File: src/rtl/bus_arbiter_pkg.sv
// rtl/bus_arbiter_pkg.sv - shared bus constants, owner index type and FSM state encoding
package bus_arbiter_pkg;

  localparam int BUS_MASTER_CH = 4;

  typedef logic [1:0] bus_owner_t;

  localparam bus_owner_t BUS_MASTER_0 = 2'd0;  // IF stage
  localparam bus_owner_t BUS_MASTER_1 = 2'd1;  // MEM stage
  localparam bus_owner_t BUS_MASTER_2 = 2'd2;  // DMA
  localparam bus_owner_t BUS_MASTER_3 = 2'd3;  // debug

  // Active-low request/grant levels
  localparam logic ENABLE_  = 1'b0;
  localparam logic DISABLE_ = 1'b1;

  typedef enum logic {
    ST_IDLE  = 1'b0,
    ST_OWNED = 1'b1
  } arb_state_t;

  // One-hot mask (active-high) selecting a single master
  function automatic logic [BUS_MASTER_CH-1:0] owner_mask(input bus_owner_t idx);
    return BUS_MASTER_CH'(1) << idx;
  endfunction

endpackage

File: src/rtl/bus_arbiter_if.sv
// rtl/bus_arbiter_if.sv - request/grant bundle between bus masters and the arbiter
interface bus_arbiter_if;
  import bus_arbiter_pkg::*;

  // Vectors are always full width; bits at or above N_MASTERS are ignored / held inactive
  logic [BUS_MASTER_CH-1:0] m_req_;
  logic [BUS_MASTER_CH-1:0] m_grnt_;
  bus_owner_t               owner;
  logic                     owner_vld;
  logic                     hold_err;
  bus_owner_t               hold_err_id;

  modport master (
    output m_req_,
    input  m_grnt_, owner, owner_vld, hold_err, hold_err_id
  );

  modport slave (
    input  m_req_,
    output m_grnt_, owner, owner_vld, hold_err, hold_err_id
  );

endinterface

File: src/rtl/bus_arbiter_pick.sv
// rtl/bus_arbiter_pick.sv - combinational rotated-priority picker (bus_arb_pick)
module bus_arb_pick
  import bus_arbiter_pkg::*;
#(
  parameter int N = 4
) (
  input  logic [N-1:0] req,    // active-high requests
  input  bus_owner_t   start,  // first index searched, must be < N
  output logic         found,
  output bus_owner_t   idx
);

  logic [2*N-1:0] rot;
  logic [2:0]     cand;

  // Scan the request vector rotated so that bit 0 is the start index; first hit wins
  always_comb begin
    found = 1'b0;
    idx   = '0;
    cand  = '0;
    rot   = {req, req} >> start;
    for (int k = 0; k < N; k++) begin
      cand = {1'b0, start} + 3'(k);
      if (cand >= 3'(N)) begin
        cand = cand - 3'(N);
      end
      if (!found && rot[0]) begin
        found = 1'b1;
        idx   = cand[1:0];
      end
      rot = rot >> 1;
    end
  end

endmodule

File: src/rtl/bus_arbiter.sv
// rtl/bus_arbiter.sv - round-robin bus arbiter with non-preemptive grant and hold watchdog
module bus_arbiter
  import bus_arbiter_pkg::*;
#(
  parameter int N_MASTERS = 4,
  parameter int MAX_HOLD  = 64
) (
  input  logic           clk,
  input  logic           reset,
  bus_arbiter_if.slave   bus
);

  localparam int               CW       = $clog2(MAX_HOLD + 1);
  localparam logic [CW-1:0]    HOLD_MAX = CW'(MAX_HOLD);
  localparam bus_owner_t       LAST_IDX = bus_owner_t'(N_MASTERS - 1);

  arb_state_t               state_q, state_d;
  bus_owner_t               owner_q, owner_d;
  bus_owner_t               last_owner_q, last_owner_d;
  logic [CW-1:0]            hold_cnt_q, hold_cnt_d;
  logic                     err_done_q, err_done_d;
  logic                     hold_err_q, hold_err_d;
  bus_owner_t               hold_err_id_q, hold_err_id_d;
  logic [BUS_MASTER_CH-1:0] grnt_q, grnt_d;

  logic [N_MASTERS-1:0]     req;
  logic [BUS_MASTER_CH-1:0] own_mask;
  logic                     owner_req;
  logic                     waiter;
  bus_owner_t               pick_start;
  logic                     pick_found;
  bus_owner_t               pick_idx;

  assign req        = ~bus.m_req_[N_MASTERS-1:0];
  assign own_mask   = owner_mask(owner_q);
  assign owner_req  = |(req & own_mask[N_MASTERS-1:0]);
  assign waiter     = |(req & ~own_mask[N_MASTERS-1:0]);
  assign pick_start = (last_owner_q == LAST_IDX) ? '0 : last_owner_q + 2'd1;

  bus_arb_pick #(.N(N_MASTERS)) u_pick (
    .req   (req),
    .start (pick_start),
    .found (pick_found),
    .idx   (pick_idx)
  );

  // Next state: keep the owner while it requests, otherwise hand over or go idle
  always_comb begin
    state_d       = state_q;
    owner_d       = owner_q;
    last_owner_d  = last_owner_q;
    hold_cnt_d    = hold_cnt_q;
    err_done_d    = err_done_q;
    hold_err_d    = 1'b0;
    hold_err_id_d = hold_err_id_q;
    grnt_d        = {BUS_MASTER_CH{DISABLE_}};
    case (state_q)
      ST_IDLE: begin
        hold_cnt_d = '0;
        if (pick_found) begin
          state_d      = ST_OWNED;
          owner_d      = pick_idx;
          last_owner_d = pick_idx;
          err_done_d   = 1'b0;
        end
      end
      ST_OWNED: begin
        if (owner_req) begin
          if (hold_cnt_q != HOLD_MAX) begin
            hold_cnt_d = hold_cnt_q + 1'b1;
          end
          // Fires at most once per ownership, on reaching the limit or when the first waiter shows up
          if (hold_cnt_d == HOLD_MAX && waiter && !err_done_q) begin
            hold_err_d    = 1'b1;
            hold_err_id_d = owner_q;
            err_done_d    = 1'b1;
          end
        end else if (pick_found) begin
          owner_d      = pick_idx;
          last_owner_d = pick_idx;
          hold_cnt_d   = '0;
          err_done_d   = 1'b0;
        end else begin
          state_d    = ST_IDLE;
          hold_cnt_d = '0;
        end
      end
      default: begin
        state_d = ST_IDLE;
      end
    endcase
    if (state_d == ST_OWNED) begin
      grnt_d = ~owner_mask(owner_d);
    end
  end

  // State, counter and output registers
  always_ff @(posedge clk) begin
    if (reset) begin
      state_q       <= ST_IDLE;
      owner_q       <= '0;
      last_owner_q  <= LAST_IDX;
      hold_cnt_q    <= '0;
      err_done_q    <= 1'b0;
      hold_err_q    <= 1'b0;
      hold_err_id_q <= '0;
      grnt_q        <= {BUS_MASTER_CH{DISABLE_}};
    end else begin
      state_q       <= state_d;
      owner_q       <= owner_d;
      last_owner_q  <= last_owner_d;
      hold_cnt_q    <= hold_cnt_d;
      err_done_q    <= err_done_d;
      hold_err_q    <= hold_err_d;
      hold_err_id_q <= hold_err_id_d;
      grnt_q        <= grnt_d;
    end
  end

  assign bus.m_grnt_     = grnt_q;
  assign bus.owner       = owner_q;
  assign bus.owner_vld   = (state_q == ST_OWNED);
  assign bus.hold_err    = hold_err_q;
  assign bus.hold_err_id = hold_err_id_q;

endmodule

File: src/flat_wrapper.sv
// flat-port wrapper written by rule: the top's interface ports become plain ports
module bus_arbiter_flat import bus_arbiter_pkg::*;
#(
  parameter int N_MASTERS = 4,
  parameter int MAX_HOLD  = 64
)
  (clk, reset, bus_m_req_, bus_m_grnt_, bus_owner, bus_owner_vld, bus_hold_err, bus_hold_err_id);
  bus_arbiter_if bus_i ();
  input  logic clk;
  input  logic reset;
  input wire logic [$bits(bus_i.m_req_)-1:0] bus_m_req_;
  output wire logic [$bits(bus_i.m_grnt_)-1:0] bus_m_grnt_;
  output wire logic [$bits(bus_i.owner)-1:0] bus_owner;
  output wire logic [$bits(bus_i.owner_vld)-1:0] bus_owner_vld;
  output wire logic [$bits(bus_i.hold_err)-1:0] bus_hold_err;
  output wire logic [$bits(bus_i.hold_err_id)-1:0] bus_hold_err_id;
  assign bus_i.m_req_ = bus_m_req_;
  assign bus_m_grnt_ = bus_i.m_grnt_;
  assign bus_owner = bus_i.owner;
  assign bus_owner_vld = bus_i.owner_vld;
  assign bus_hold_err = bus_i.hold_err;
  assign bus_hold_err_id = bus_i.hold_err_id;
  bus_arbiter #(.N_MASTERS(N_MASTERS), .MAX_HOLD(MAX_HOLD)) u_core (.clk(clk), .reset(reset), .bus(bus_i));
endmodule
File: config.mk
export PLATFORM = sky130hd
export DESIGN_NAME = bus_arbiter_flat
export DESIGN_NICKNAME = d
export VERILOG_FILES = /design/src/rtl/bus_arbiter_pkg.sv /design/src/rtl/bus_arbiter_if.sv /design/src/rtl/bus_arbiter_pick.sv /design/src/rtl/bus_arbiter.sv /design/src/flat_wrapper.sv
export SDC_FILE = /design/constraint.sdc
export NUM_CORES = 1
export LEC_CHECK = 0
export CORE_MARGIN = 4
export CORE_UTILIZATION = 55
export DETAILED_ROUTE_END_ITERATION = 10
export GPL_TIMING_DRIVEN = 1
export HOLD_SLACK_MARGIN = 0.05
export PLACE_DENSITY = 0.8
export SYNTH_ARGS = -nofsm -noshare
export SYNTH_HDL_FRONTEND = slang
export SYNTH_SLANG_ARGS = --single-unit
File: constraint.sdc
create_clock -name clk -period 4.25 [get_ports clk]
set_input_delay 0.6375 -clock clk [delete_from_list [all_inputs] [get_ports clk]]
set_output_delay 0.6375 -clock clk [all_outputs]
set_load 0.05 [all_outputs]
==> reports/results.tsv <==
metric	value	unit
Final period util	56.84	%
DR WL/cell	13.84	um
worst r2r path cells	6	
top post-synthesis cells by count	20 x dfxtp_1, 14 x nand2_1, 10 x nor2_1	
Gate Count Post-Synth	133	
Max Slew Vio Count	0	
clk sink count	20	
Leak Pwr	0.4905	nW
top cell type by total area after synthesis	dfxtp_1	
CTS max path bufs	2	
CP startpoint kind	flop	
ranking of synthesized cells by area	dfxtp_1 34%, nand2_1 4.4%, nor2b_1 4.2%	
status	complete, no violations	
Root Buffer	clkbuf_4	
detailed router's first-iteration violation count	19	
final routed DRC violation total	0	
part of the Yosys area used for sequential elements	33.90	%
min-delay src	u_core.err_done_q	
max_slew headroom	64.07	%
DP HPWL	1.881	mm
critical path arrival	1.78	ns
vias	993	
CP Max Fanout	10	
Antenna Cells	0	
CTS tree	done	
Power Dens Cells	441.2	nW/um^2
Num CTS Buffers	3	
max-cap violations	0	
worst hold path cell count	2	
Setup violations, final	0	
first-pass GRT wire length	4.077	mm
Resize count post-CTS	0	
area grow syn2layout	15.89	%
Post-CTS Setup Inserts	0	
Net Count, Synth	142	
FF-to-FF Start	u_core.last_owner_q[0]	
Top FF cell, synth	dfxtp_1	
initial core utilization	59.00	%
routability cong.	0.8543	
crit path buf inv count	1	
slack of the worst reg-to-reg path	2.12	ns
H-Tree Depth	1	
WS Path Type	flop to output port	
Setup Skew	0.005217	ns
RSZ-0062 raised after global routing	false	
setup_tns	0	ns
CP endpoint kind	output port	
Boundary Pins	16	
Worst Path Required	3.61	ns
syn avg cell area	8.881	um^2
Yosys warning total	0	
Final ANT Viol Nets	0	
nets	156	
share of cells above drive strength 1	9.589	%
hold endpoint	u_core.err_done_q	
Worst-Skew Late Latency	0.30	ns
post-synth cell types	44	
VDD IR-drop max	411.0	uV
worst hold path class	flop to flop	
most common cell in the netlist	dfxtp_1	
critical-path cell list	clkdlybuf4s50_1	
critical path's top delay family	buffers and inverters	
Final Critical Period	2.416	ns
Slowest-stage cell, CP	clkdlybuf4s50_1	
Post-Syn Area	1181	um^2
fillcell total	165	
Post-CTS Hold Fix Bufs	0	
die area	2953	um^2
Hold Violations, Final	0	
input/output buffers	15	
Die X	54.34	um
total power	0.6039	mW
CP max stage delay	0.89	ns
Core Area	2002	um^2
FP Rows	16	
initial antenna violation count	0	
number of global-route vias before repair	944	
Overflow after GRT	0	
Reg clk slew, reported paths	0.10	ns
Max Clock Freq	413.9	MHz
DRT Pass-1 Iters	4	
Total Routed Length	2.394	mm
GRT Overall Usage	19.23	%
Slew @ Worst Pin	0.5372	ns
top-area cell type share of the netlist area	33.90	%
Post-synth EDFFs	0	
Critical R2R Capture	u_core.bus.m_grnt_[3]	
Die Y	54.34	um
largest net degree at the start of global routing	17	
Vias per Instance	5.740	
Synth async-reset ratio	0	%
synthesized flop and latch total	20	
## stage by stage
stage	hold WS [ns]	utilization, %	setup WS [ns]	cells	area, um^2
after global placement	0.4624	66.56	1.655	169	1333
final	0.4794	68.38	1.834	173	1369
after CTS	0.4852	68.38	1.834	173	1369
after floorplan	0.4424	-	2.120	133	1181
after global routing	0.5023	68.38	1.755	173	1369
after detailed placement	0.4616	66.56	1.604	169	1333
## state kept, by name (all words and copies together), names as in the netlist
signal	count
u_core.bus.hold_err	1
u_core.bus.hold_err_id	2
u_core.bus.m_grnt_	4
u_core.bus.owner	2
u_core.bus.owner_vld	1
u_core.err_done_q	1
u_core.hold_cnt_q	7
u_core.last_owner_q	2
## metal layers
layer	track usage, %	vias up	part of all wire, %
met2	31.27	24	48
met5	0	-	0
met4	5.809	0	0.58
met3	5.722	4	5.1
li1	-	511	-
met1	24.33	454	47
## layout make-up
class | instances | area, um^2 | area share, %
multi-input combinational | 101 | 725.7 | 53.02
sequential | 20 | 400.4 | 29.25
timing repair buffer | 15 | 150.1 | 10.97
clock buffer | 4 | 36.28 | 2.651
tap | 27 | 33.78 | 2.468
inverter | 6 | 22.52 | 1.645
## logic make-up after synthesis
family | count (synthesis) | synth area share [%]
multiplexers | 6 | 5.720
adder cells (fa/ha/maj) | 3 | 3.178
AND/OR/NAND/NOR | 57 | 27.33
buffers and inverters | 12 | 4.661
XOR/XNOR | 5 | 3.707
flip-flops | 20 | 33.90
AO/OA/AOI/OAI | 30 | 21.50
## where the power goes
group | switching, mW | internal [mW]
registers | 0.0278 | 0.211
logic | 0.157 | 0.101
clock network | 0.0551 | 0.0523
total | 0.239 | 0.364
## cells in the final DEF, fill, tap and decap left out, types with 4 or more instances in the layout
cell,n
nand2_1,14
nand3_1,4
a21oi_1,7
nor2b_1,8
nor2_1,10
dfxtp_1,20
xnor2_1,4
inv_1,6
clkdlybuf4s50_1,15
nand2b_1,6
## worst reg2reg max path: cells and delay by family, from the launching register on
kind | cells | cell delay [ns]
muxes | 1 | 0.27
DFF | 1 | 0.50
and+or+nand+nor | 2 | 0.28
AOI/OAI and AO/OA | 2 | 0.65
adders and majority gates | 1 | 0.32
## worst max path at each step
stage          cells after the start  slack (ns)           startpoint                    end
6_report                           1        1.83  u_core.bus.owner[1]           bus_owner[1]
5_1_grt                            1        1.76  u_core.bus.owner[1]           bus_owner[1]
4_1_cts                            1        1.83  u_core.bus.owner[1]           bus_owner[1]
3_5_place_dp                       5        1.60        bus_m_req_[1]  u_core.bus.m_grnt_[3]
3_3_place_gp                       5        1.65        bus_m_req_[1]  u_core.bus.m_grnt_[1]
2_1_floorplan                      6        2.12  u_core.bus.owner[1]      u_core.err_done_q
No activity file was read; power rests on OpenSTA's default activity.
==> variant: new RTL, same settings <==
`MAX_HOLD` is set to 64 in 2 places; all go to 256.
--- a/src/rtl/bus_arbiter.sv
+++ b/src/rtl/bus_arbiter.sv
@@ -4,5 +4,5 @@
 #(
   parameter int N_MASTERS = 4,
-  parameter int MAX_HOLD  = 64
+  parameter int MAX_HOLD  = 256
 ) (
   input  logic           clk,
--- a/src/flat_wrapper.sv
+++ b/src/flat_wrapper.sv
@@ -3,5 +3,5 @@
 #(
   parameter int N_MASTERS = 4,
-  parameter int MAX_HOLD  = 64
+  parameter int MAX_HOLD  = 256
 )
   (clk, reset, bus_m_req_, bus_m_grnt_, bus_owner, bus_owner_vld, bus_hold_err, bus_hold_err_id);
Check against the original RTL: same outputs for any inputs over 10 cycles, from zero or initial values and one cycle with reset high; that may be too few to reach the edited logic, so the function may still have changed.
==> variant against the unedited design <==
  * First-iteration DRC count increased by 74%
  * Setup slack improved by 36 ps
  * Worst hold slack improved by 11 ps
  * Non-clock buffer count unchanged
  * Clock power grew 11%
  * Critical path depth grew 5
  * Highest routed layer unchanged
  * Critical endpoint is now u_core.bus.m_grnt_[0]
  * Area after synthesis is 14% higher
  * Cell count rose by 4.6%
  * Synthesized cell count rose by 6.8%
  * Sequential cell count rose by 2
  * Routed wire length is 14% higher
  * Power is 1.4% higher
  * Register-to-register slack worse by 70 ps
  * Final area is 10% higher
==> variant: results (changes against the unedited design) <==
place:
  dpl.hpwl_mm: 2.00  # +6.4%
  dpl-instance-area_sq_um: 1470  # +10%
  io_buffers: 15  # unchanged
  gp_congestion: 0.766  # -10%
cells_and_area:
  final_nets: 163  # +4.5%
  largest_reg_flops: 9  # +2
  fillCellCount: 189  # +15%
  drive_gt1_share_pct: 13.7  # +4.1 points
  diodes: 0  # unchanged
  largest-register: "u_core.hold_cnt_q"
global_routing:
  grt_pass1_wl_mm: 4.82  # +18%
  grt_max_degree: 13  # -4
  grt_use_total_pct: 18.5  # -0.77 points
  antenna_found_initial: 0  # unchanged
  grt_pass1_vias: 1052  # +11%
detailed_routing:
  avgRoutedWirePerCell_um: 15.1  # +9.4%
  first_pass_iters: 4  # unchanged
  viasPerCell: 5.92  # +3.2%
  drt_iter0_markers: 33  # +14
yosys:
  yosys_warnings: 0  # unchanged
  ys_seq_area_share_pct: 32.8  # -1.1 points
  syn-num-nets: 151  # +6.3%
  async_flop_share_pct: 0  # unchanged
  synth_ff_type: "dfxtp_1"
  ys_ff_latch: 22  # +10%
  synth_top_cells_by_count: "22 x dfxtp_1, 13 x nor2_1, 8 x nor2b_1, 8 x xnor2_1, 6 x a21oi_1"
  netlist_top_cells_area: "dfxtp_1 33%, xnor2_1 5.2%, mux2i_1 3.7%, nor2b_1 3.7%, nor2_1 3.6%"
  ys_types: 54  # +23%
critical_path:
  arrival_ps: 2580  # +800 ps
  r2r_start: "u_core.last_owner_q[0]"
  rr_worst_depth: 6  # unchanged
  cp-startpoint: "bus_m_req_[1]"
  reg2reg_slack_ps: 2050  # -70 ps
  timing.rr.end: "u_core.bus.m_grnt_[0]"
  crit_fanout: 11  # +1
  crit_type: "in -> reg"
sta:
  tightest_slew_ps: 508  # -28.7 ps
  finalClockSkew_ps: 7.78  # +2.57 ps
  hold-worst-slack_ps: 490  # +10.8 ps
clock_network:
  htreeDepth: 1  # unchanged
  clk-insertion-delay-late_ps: 310
  tritoncts.num_buffers: 3  # unchanged
  cts_setup_buffers: 0  # unchanged
  cts_resized: 0  # unchanged
  clockRootBuffer: "clkbuf_4"
  clk_path_buf_depth: 2  # unchanged
  clk_pin_slew_ps: 120  # +20 ps
status:
  status: "completed"
pwr:
  p_leak_nw: 0.541  # +10%
  max-vdd-ir-drop_mv: 0.352  # -14%
hold_path:
  hold_depth: 2  # unchanged
  hold_path_class: "reg -> reg"
  min_from: "u_core.last_owner_q[1]"
  hold_end: "u_core.last_owner_q[1]"
==> variant: cell types whose count changed after synthesis, moves of 3 or more <==
cell / delta
inv_1: -3
o21ai_0: -3
xnor2_1: +4
a2111oi_2: +3
nand2_1: -11
nor2_1: +3
and3_1: +5
==> variant: metal layers <==
| layer | track usage [%] | up-vias | part of all wire (%) |
|---|---|---|---|
| met3 | 4.07 | 4 | 3.4 |
| met2 | 27.6 | 23 | 45 |
| met4 | 4.97 | 0 | 0.91 |
| met1 | 26.6 | 504 | 51 |
| li1 | - | 541 | - |
| met5 | 0 | - | 0 |
==> variant: cell families (layout without fill, tap and decap cells) <==
group           count (synthesis)  count (layout)  synth area share [%]
compound gates                 28              28                  17.8
xor+xnor                        8               8                  5.21
fa+ha+maj                       3               3                  2.79
buf+inv                        12              23                  5.49
flops                          22              22                  32.8
mux                             7               7                  5.96
simple gates                   62              62                  30.0
==> variant: per-stage QoR <==
step                std cells  setup WS, ps  utilization, %
finish                    181          1870            66.2
global route              181          1780            66.2
CTS                       181          1870            66.2
detailed placement        177          1570            64.6
global placement          177          1630            64.6
floorplan                 142          2080               -
==> variant: layout make-up <==
type                            instances  area share (%)
Sequential cell                        22            29.2
Tap cell                               28            2.33
Clock buffer                            4            2.41
Inverter                                4           0.997
Multi-Input combinational cell        108            55.1
Timing Repair Buffer                   15            9.97
==> variant: worst max-delay path, cell delays in order <==
cell and delay (ps):
clkdlybuf4s50_1 600, a21oi_2 220, nor2_1 60, a2111oi_2 500, o31ai_2 180, or3b_1 390
==> variant: power by group <==
part | internal [mW] | switching, mW
Clock | 0.0523 | 0.0662
Sequential | 0.228 | 0.0223
Combinational | 0.103 | 0.140
Total | 0.383 | 0.229
